<file path="config.mk">
export PLATFORM = sky130hd
export DESIGN_NAME = instr_fetch_unit_flat
export DESIGN_NICKNAME = d
export VERILOG_FILES = /design/src/rtl/instr_fetch_unit_if.sv /design/src/rtl/instr_fetch_unit.sv /design/src/flat_wrapper.sv
export SDC_FILE = /design/constraint.sdc
export NUM_CORES = 1
export LEC_CHECK = 0
export BUFFER_PORTS_ARGS = -buffer_cell sky130_fd_sc_hd__buf_2
export CORE_MARGIN = 5
export CORE_UTILIZATION = 49
export DETAILED_ROUTE_END_ITERATION = 12
export PLACE_DENSITY = 0.76
export SETUP_SLACK_MARGIN = 0.1
export SLEW_MARGIN = 10
export SYNTH_ARGS = -nofsm -noshare
export SYNTH_HDL_FRONTEND = slang
export SYNTH_SLANG_ARGS = --single-unit
</file>
<file path="constraint.sdc">
create_clock -name clk -period 2.7 [get_ports clk]
set_clock_uncertainty 0.05 [all_clocks]
set_input_delay 0 -clock clk [delete_from_list [all_inputs] [get_ports clk]]
set_output_delay 0 -clock clk [all_outputs]
set_load 0.01 [all_outputs]
</file>
<file path="src/rtl/instr_fetch_unit_if.sv">
// Instruction fetch bus: instruction-memory address/data, the redirect
// request, and the valid/ready output stream toward decode.
//   imem_addr      fetch byte address (fetch unit -> memory)
//   imem_data      instruction word for imem_addr, same cycle (memory -> fetch unit)
//   redirect_valid load redirect_pc as the new fetch PC
//   redirect_pc    redirect target byte address
//   out_valid      FIFO head holds a valid instruction
//   out_ready      decode accepts the head this cycle
//   out_instr      instruction at FIFO head
//   out_pc         byte address of out_instr
interface instr_fetch_unit_if;
   logic [31:0] imem_addr;
   logic [31:0] imem_data;
   logic        redirect_valid;
   logic [31:0] redirect_pc;
   logic        out_valid;
   logic        out_ready;
   logic [31:0] out_instr;
   logic [31:0] out_pc;

   // fetch unit side
   modport master (
      output imem_addr,
      input  imem_data,
      input  redirect_valid,
      input  redirect_pc,
      output out_valid,
      input  out_ready,
      output out_instr,
      output out_pc
   );

   // memory / decode / branch-resolution side
   modport slave (
      input  imem_addr,
      output imem_data,
      output redirect_valid,
      output redirect_pc,
      input  out_valid,
      output out_ready,
      input  out_instr,
      input  out_pc
   );
endinterface

</file>
<file path="src/rtl/instr_fetch_unit.sv">
// Instruction fetch unit: holds the fetch PC, reads the combinational
// instruction memory, and buffers {pc, instr} pairs in a small FIFO toward
// decode. Redirects flush the FIFO; misaligned redirect targets and fetch
// PCs outside the text segment halt fetching until a good redirect or reset.
// Ports:
//   clk           clock, rising edge
//   rst           synchronous active-high reset
//   bus           instr_fetch_unit_if.master (memory, redirect, decode stream)
//   halted        fetch stopped
//   err_misalign  sticky: misaligned redirect target seen
//   err_range     sticky: fetch PC left the text segment
//
// state   | meaning
// --------+---------------------------------------------------------
// ST_RUN  | fetching: push one instruction per cycle when FIFO has room
// ST_HALT | fetch frozen after an error; buffered entries still drain
module instr_fetch_unit #(
   parameter logic [31:0] RESET_PC  = 32'h0040_0000,
   parameter logic [31:0] TEXT_BASE = 32'h0040_0000,
   parameter logic [31:0] TEXT_LAST = 32'h0040_4000,
   parameter int unsigned DEPTH     = 2
) (
   input  logic                clk,
   input  logic                rst,
   instr_fetch_unit_if.master  bus,
   output logic                halted,
   output logic                err_misalign,
   output logic                err_range
);

   localparam int unsigned AW = $clog2(DEPTH);
   localparam int unsigned CW = AW + 1;
   localparam logic [CW-1:0] DEPTH_C = CW'(DEPTH);

   typedef enum logic {ST_RUN, ST_HALT} state_t;

   state_t        r_state, w_state_nxt;
   logic [31:0]   r_fetch_pc, w_fetch_pc_nxt;
   logic [CW-1:0] r_count, w_count_nxt;
   logic [AW-1:0] r_rd_ptr, w_rd_ptr_nxt;
   logic [AW-1:0] r_wr_ptr, w_wr_ptr_nxt;
   logic [31:0]   r_fifo_instr [DEPTH];
   logic [31:0]   r_fifo_pc    [DEPTH];
   logic          r_err_misalign, w_err_misalign_nxt;
   logic          r_err_range, w_err_range_nxt;
   logic          w_in_range;
   logic          w_pop;
   logic          w_push;

   always_ff @(posedge clk) begin
      if (rst) begin
         r_state        <= ST_RUN;
         r_fetch_pc     <= RESET_PC;
         r_count        <= '0;
         r_rd_ptr       <= '0;
         r_wr_ptr       <= '0;
         r_err_misalign <= 1'b0;
         r_err_range    <= 1'b0;
         // cleared so the head reads as zero straight out of reset
         for (int i = 0; i < int'(DEPTH); i++) begin
            r_fifo_instr[i] <= '0;
            r_fifo_pc[i]    <= '0;
         end
      end else begin
         r_state        <= w_state_nxt;
         r_fetch_pc     <= w_fetch_pc_nxt;
         r_count        <= w_count_nxt;
         r_rd_ptr       <= w_rd_ptr_nxt;
         r_wr_ptr       <= w_wr_ptr_nxt;
         r_err_misalign <= w_err_misalign_nxt;
         r_err_range    <= w_err_range_nxt;
         if (w_push) begin
            r_fifo_instr[r_wr_ptr] <= bus.imem_data;
            r_fifo_pc[r_wr_ptr]    <= r_fetch_pc;
         end
      end
   end

   always_comb begin
      w_state_nxt        = r_state;
      w_fetch_pc_nxt     = r_fetch_pc;
      w_count_nxt        = r_count;
      w_rd_ptr_nxt       = r_rd_ptr;
      w_wr_ptr_nxt       = r_wr_ptr;
      w_err_misalign_nxt = r_err_misalign;
      w_err_range_nxt    = r_err_range;
      w_push             = 1'b0;
      w_pop              = 1'b0;
      w_in_range         = (r_fetch_pc >= TEXT_BASE) && (r_fetch_pc <= TEXT_LAST);

      if (bus.redirect_valid) begin
         // flush wins over any push or pop this cycle
         w_count_nxt  = '0;
         w_rd_ptr_nxt = '0;
         w_wr_ptr_nxt = '0;
         if (bus.redirect_pc[1:0] == 2'b00) begin
            w_fetch_pc_nxt = bus.redirect_pc;
            w_state_nxt    = ST_RUN;
         end else begin
            w_err_misalign_nxt = 1'b1;
            w_state_nxt        = ST_HALT;
         end
      end else begin
         w_pop = (r_count != '0) && bus.out_ready;
         if (r_state == ST_RUN) begin
            if (w_in_range) begin
               // a simultaneous pop frees the slot, so a full FIFO still streams
               w_push = (r_count < DEPTH_C) || w_pop;
            end else begin
               w_err_range_nxt = 1'b1;
               w_state_nxt     = ST_HALT;
            end
         end
         if (w_pop) begin
            w_rd_ptr_nxt = r_rd_ptr + AW'(1);
         end
         if (w_push) begin
            w_wr_ptr_nxt   = r_wr_ptr + AW'(1);
            w_fetch_pc_nxt = r_fetch_pc + 32'd4;
         end
         w_count_nxt = r_count + CW'(w_push) - CW'(w_pop);
      end
   end

   assign bus.imem_addr = r_fetch_pc;
   assign bus.out_valid = (r_count != '0);
   assign bus.out_instr = r_fifo_instr[r_rd_ptr];
   assign bus.out_pc    = r_fifo_pc[r_rd_ptr];
   assign halted        = (r_state == ST_HALT);
   assign err_misalign  = r_err_misalign;
   assign err_range     = r_err_range;

endmodule

</file>
<file path="src/flat_wrapper.sv">
// flat-port wrapper written by rule: the top's interface ports become plain ports
module instr_fetch_unit_flat 
#(
   parameter logic [31:0] RESET_PC  = 32'h0040_0000,
   parameter logic [31:0] TEXT_BASE = 32'h0040_0000,
   parameter logic [31:0] TEXT_LAST = 32'h0040_4000,
   parameter int unsigned DEPTH     = 2
)
  (clk, rst, halted, err_misalign, err_range, bus_imem_addr, bus_imem_data, bus_redirect_valid, bus_redirect_pc, bus_out_valid, bus_out_ready, bus_out_instr, bus_out_pc);
  instr_fetch_unit_if bus_i ();
  input  logic clk;
  input  logic rst;
  output logic halted;
  output logic err_misalign;
  output logic err_range;
  output wire logic [$bits(bus_i.imem_addr)-1:0] bus_imem_addr;
  input wire logic [$bits(bus_i.imem_data)-1:0] bus_imem_data;
  input wire logic [$bits(bus_i.redirect_valid)-1:0] bus_redirect_valid;
  input wire logic [$bits(bus_i.redirect_pc)-1:0] bus_redirect_pc;
  output wire logic [$bits(bus_i.out_valid)-1:0] bus_out_valid;
  input wire logic [$bits(bus_i.out_ready)-1:0] bus_out_ready;
  output wire logic [$bits(bus_i.out_instr)-1:0] bus_out_instr;
  output wire logic [$bits(bus_i.out_pc)-1:0] bus_out_pc;
  assign bus_imem_addr = bus_i.imem_addr;
  assign bus_i.imem_data = bus_imem_data;
  assign bus_i.redirect_valid = bus_redirect_valid;
  assign bus_i.redirect_pc = bus_redirect_pc;
  assign bus_out_valid = bus_i.out_valid;
  assign bus_i.out_ready = bus_out_ready;
  assign bus_out_instr = bus_i.out_instr;
  assign bus_out_pc = bus_i.out_pc;
  instr_fetch_unit #(.RESET_PC(RESET_PC), .TEXT_BASE(TEXT_BASE), .TEXT_LAST(TEXT_LAST), .DEPTH(DEPTH)) u_core (.clk(clk), .rst(rst), .bus(bus_i), .halted(halted), .err_misalign(err_misalign), .err_range(err_range));
endmodule
</file>
==> flow_summary_export.csv <==
group,metric,value,unit
outcome,run_status,"finished clean",
global_route,grt_pass1_wl,30.4,mm
yosys,seq_area_frac_synth,61.7,%
sta,rsz0062_at_grt,"true",
cts,clkSinkCount,168,
power,p_leak,4.18,nW
setup_path,start_kind,"flop",
layout,final_cell_mix,"buf_2 (167), edfxtp_1 (128), and2_1 (90), dlygate4sd3_1 (69), mux2_2 (64)",
yosys,synth-adder-area-share,0.665,%
cts,clockRootBuffer,"clkbuf_16",
power,clock_power_share,37.8,%
global_route,antenna_found_initial,0,
detailed_routing,routedWlPerCell,18.0,um
yosys,postSynthCellCount,575,
power,internal_power,0.00512,W
layout,fill_cells,1064,
layout,antenna_cells,0,
global_route,grtUsageTotal,21.5,%
sta,relSlewSlack,53.6,%
floorplan,fp.dieW,134,um
yosys,ys_ff_latch,168,
power,switching_power,0.00166,W
placed_design,port_buffers,167,
yosys,synthMuxAreaShare,10.6,%
floorplan,rows,45,
yosys,syn_area,0.00753,mm^2
sta,tightest_slew,0.696,ns
layout,area_growth,33.9,%
sta,final-setup-viol-count,0,
yosys,syn_area_per_cell,13.1,um^2
global_route,grt-ovfl-total,0,
yosys,synth-simple-area-share,16.5,%
cts,cts_tree,"built",
placed_design,routabilityCongestion,0.960,
sta,timing.final.hold_violations,0,
cts,clockBufferDepth,2,
global_route,grt_pass1_vias,5879,
layout,drive_gt1_share,34.6,%
layout,final_common_cell,"buf_2",
detailed_routing,drt_iter0_markers,406,
layout,multi_input_area,0.00280,mm^2
setup_path,path_class,"flop to flop",
power,power,0.00678,W
setup_path,r2r_cells,8,
yosys,synth-compound-area-share,6.95,%
yosys,synth-async-reset-ratio,0,%
setup_path,worstPathArrival,2.78,ns
sta,min_period,2.47,ns
setup_path,crit_required,3.01,ns
yosys,synth_top_area_share,51.0,%
detailed_routing,drtAntennaViolNets,0,
power,share_seq_of_total_power,45.9,%
power,powerDensity,673,mW/mm^2
yosys,synth_cell_type_count,69,
setup_path,critPathMaxFanout,11,
min_path,hold_class,"primary input to flop",
floorplan,core,0.0151,mm^2
floorplan,pin_count,168,
detailed_routing,vias_per_cell,5.43,
sta,fin_tns_setup,0,ns
sta,slew_viol_final,0,
yosys,synth-edff-count,128,
cts,path_clk_slew,0.06,ns
floorplan,die-area,0.0179,mm^2
sta,fin_crit_sh,91.5,%
power,vdd_drop_max,0.496,mV
yosys,synth_top_area_cell,"edfxtp_1",
detailed_routing,drt_pass1_iterations,5,
layout,nNetsFinal,917,
detailed_routing,wl,18.9,mm
cts,postCtsSetupRepairBufs,0,
yosys,ys_warn_count,0,
placed_design,post-dp-hpwl,12.3,mm
min_path,min_path_cells,3,
detailed_routing,drc,0,
power,sw_frac_of_total,24.5,%
yosys,synth_area_leaders,"edfxtp_1 (51%), dfxtp_1 (11%), mux2_2 (9.6%), and2_1 (7.5%), nand2_1 (1.5%)",
yosys,yosys.area_share.xor_xnor,0.582,%
sta,max_freq,405,MHz
yosys,synth_top_family_by_area,"simple AND/OR/NAND/NOR gates",
setup_path,cp-end-kind,"flop",
floorplan,initial_core_util,49.7,%
layout,seq_area,0.00465,mm^2
flow_run,timing.max_cap.violations,0,
floorplan,die_h,134,um
yosys,synthFlopType,"edfxtp_1",
cts,worstSkewPairLatency,0.43,ns
global_route,grt_max_degree,65,
cts,htree_num_levels,4,
cts,cts_buffers,17,
power,pwr-share-comb,16.3,%
detailed_routing,vias,5676,
==> cells by family (layout without fill, tap and decap cells) <==
logic type / Yosys count / after routing
AND/OR/NAND/NOR: 212 / 212
flip-flops: 168 / 168
multiplexers: 72 / 72
AO/OA/AOI/OAI: 63 / 63
buffers and inverters: 50 / 302
XOR/XNOR: 5 / 5
adder cells (fa/ha/maj): 4 / 4
other: 1 / 32
==> critical path, cell delays in order (launching register included) <==
cell and delay [ns]:
dfxtp_2 0.40, inv_1 0.10, ha_1 0.19, nor4b_2 0.16, nand4_1 0.15, o21a_1 0.41, o21ai_1 0.15, a211oi_1 0.22
dlygate4sd3_1 0.58
==> layout make-up <==
type / count / share of cell area (%)
Clock buffer: 21 / 4.37
Sequential cell: 168 / 46.1
Inverter: 13 / 0.484
Clock inverter: 11 / 1.76
Tap cell: 188 / 2.33
Multi-Input combinational cell: 388 / 27.8
Timing Repair Buffer: 257 / 17.2
==> flip-flops by register name (all words and copies together), names as in the netlist, named ones only <==
name	cells
u_core.r_wr_ptr	1
u_core.r_fifo_pc	64
u_core.err_range	1
u_core.r_fifo_instr	64
u_core.bus.imem_addr	32
u_core.r_count	2
u_core.err_misalign	1
u_core.halted	1
u_core.r_rd_ptr	1
==> Yosys cell counts (all sizes together) (5+ instances only) <==
master	number
buf	16
or2	5
nor3	11
a211oi	5
nor4	12
nand4	5
mux2	64
nor2	19
o2111ai	7
mux2i	8
o211ai	8
o31ai	6
nand2	32
o311a	7
nand2b	8
a21oi	5
inv	13
edfxtp	128
nand3	14
and2	90
dfxtp	40
clkbuf	21
==> routing by layer <==
| layer | GRT usage (%) | wire length (um) | vias up |
|---|---|---|---|
| li1 | - | - | 2650 |
| met1 | 26.9 | 7740 | 2715 |
| met2 | 35.5 | 9140 | 270 |
| met3 | 6.41 | 1530 | 41 |
| met4 | 8.00 | 467 | 0 |
| met5 | 0 | 0 | - |
==> worst paths after layout <==
kind	start	to	slack, ns
worst max register to register	u_core.bus.imem_addr[2]$_SDFFE_PP0P_	u_core.bus.imem_addr[3]$_SDFFE_PP0P_	0.23
worst min register to register	u_core.err_range$_SDFFE_PP0P_	u_core.err_range$_SDFFE_PP0P_	0.43
worst max-delay path	u_core.bus.imem_addr[2]$_SDFFE_PP0P_	u_core.bus.imem_addr[3]$_SDFFE_PP0P_	0.23
worst min-delay path	bus_redirect_pc[0]	u_core.bus.imem_addr[2]$_SDFFE_PP0P_	0.05
==> power by group through the flow <==
stage	Combinational (W)	Sequential [W]	Clock (W)
final	0.00111	0.00311	0.00256
after global routing	0.00121	0.00314	0.00270
after CTS	0.00110	0.00311	0.00259
after detailed placement	0.00102	0.00316	0
after global placement	0.00100	0.00315	0
after floorplan	0.000590	0.00316	0
==> through the flow <==
step	hold slack (ns)	util [%]	instance area (um^2)	setup WS, ns	instances
floorplan	0.115	-	7650	0.122	606
global placement	0.217	57.9	8770	0.370	945
detailed placement	0.230	57.9	8770	0.264	945
CTS	0.000778	66.5	10100	0.200	1046
global route	0.0356	66.6	10100	0.0862	1046
finish	0.0462	66.6	10100	0.228	1046
==> timing repair <==
action | CTS | global route
setup endpoints to repair | 0 | 2
hold endpoints to repair | 98 | 0
hold buffers | 69 | 0
resized for setup | 0 | 2
Power figures use the tool's default switching activity.
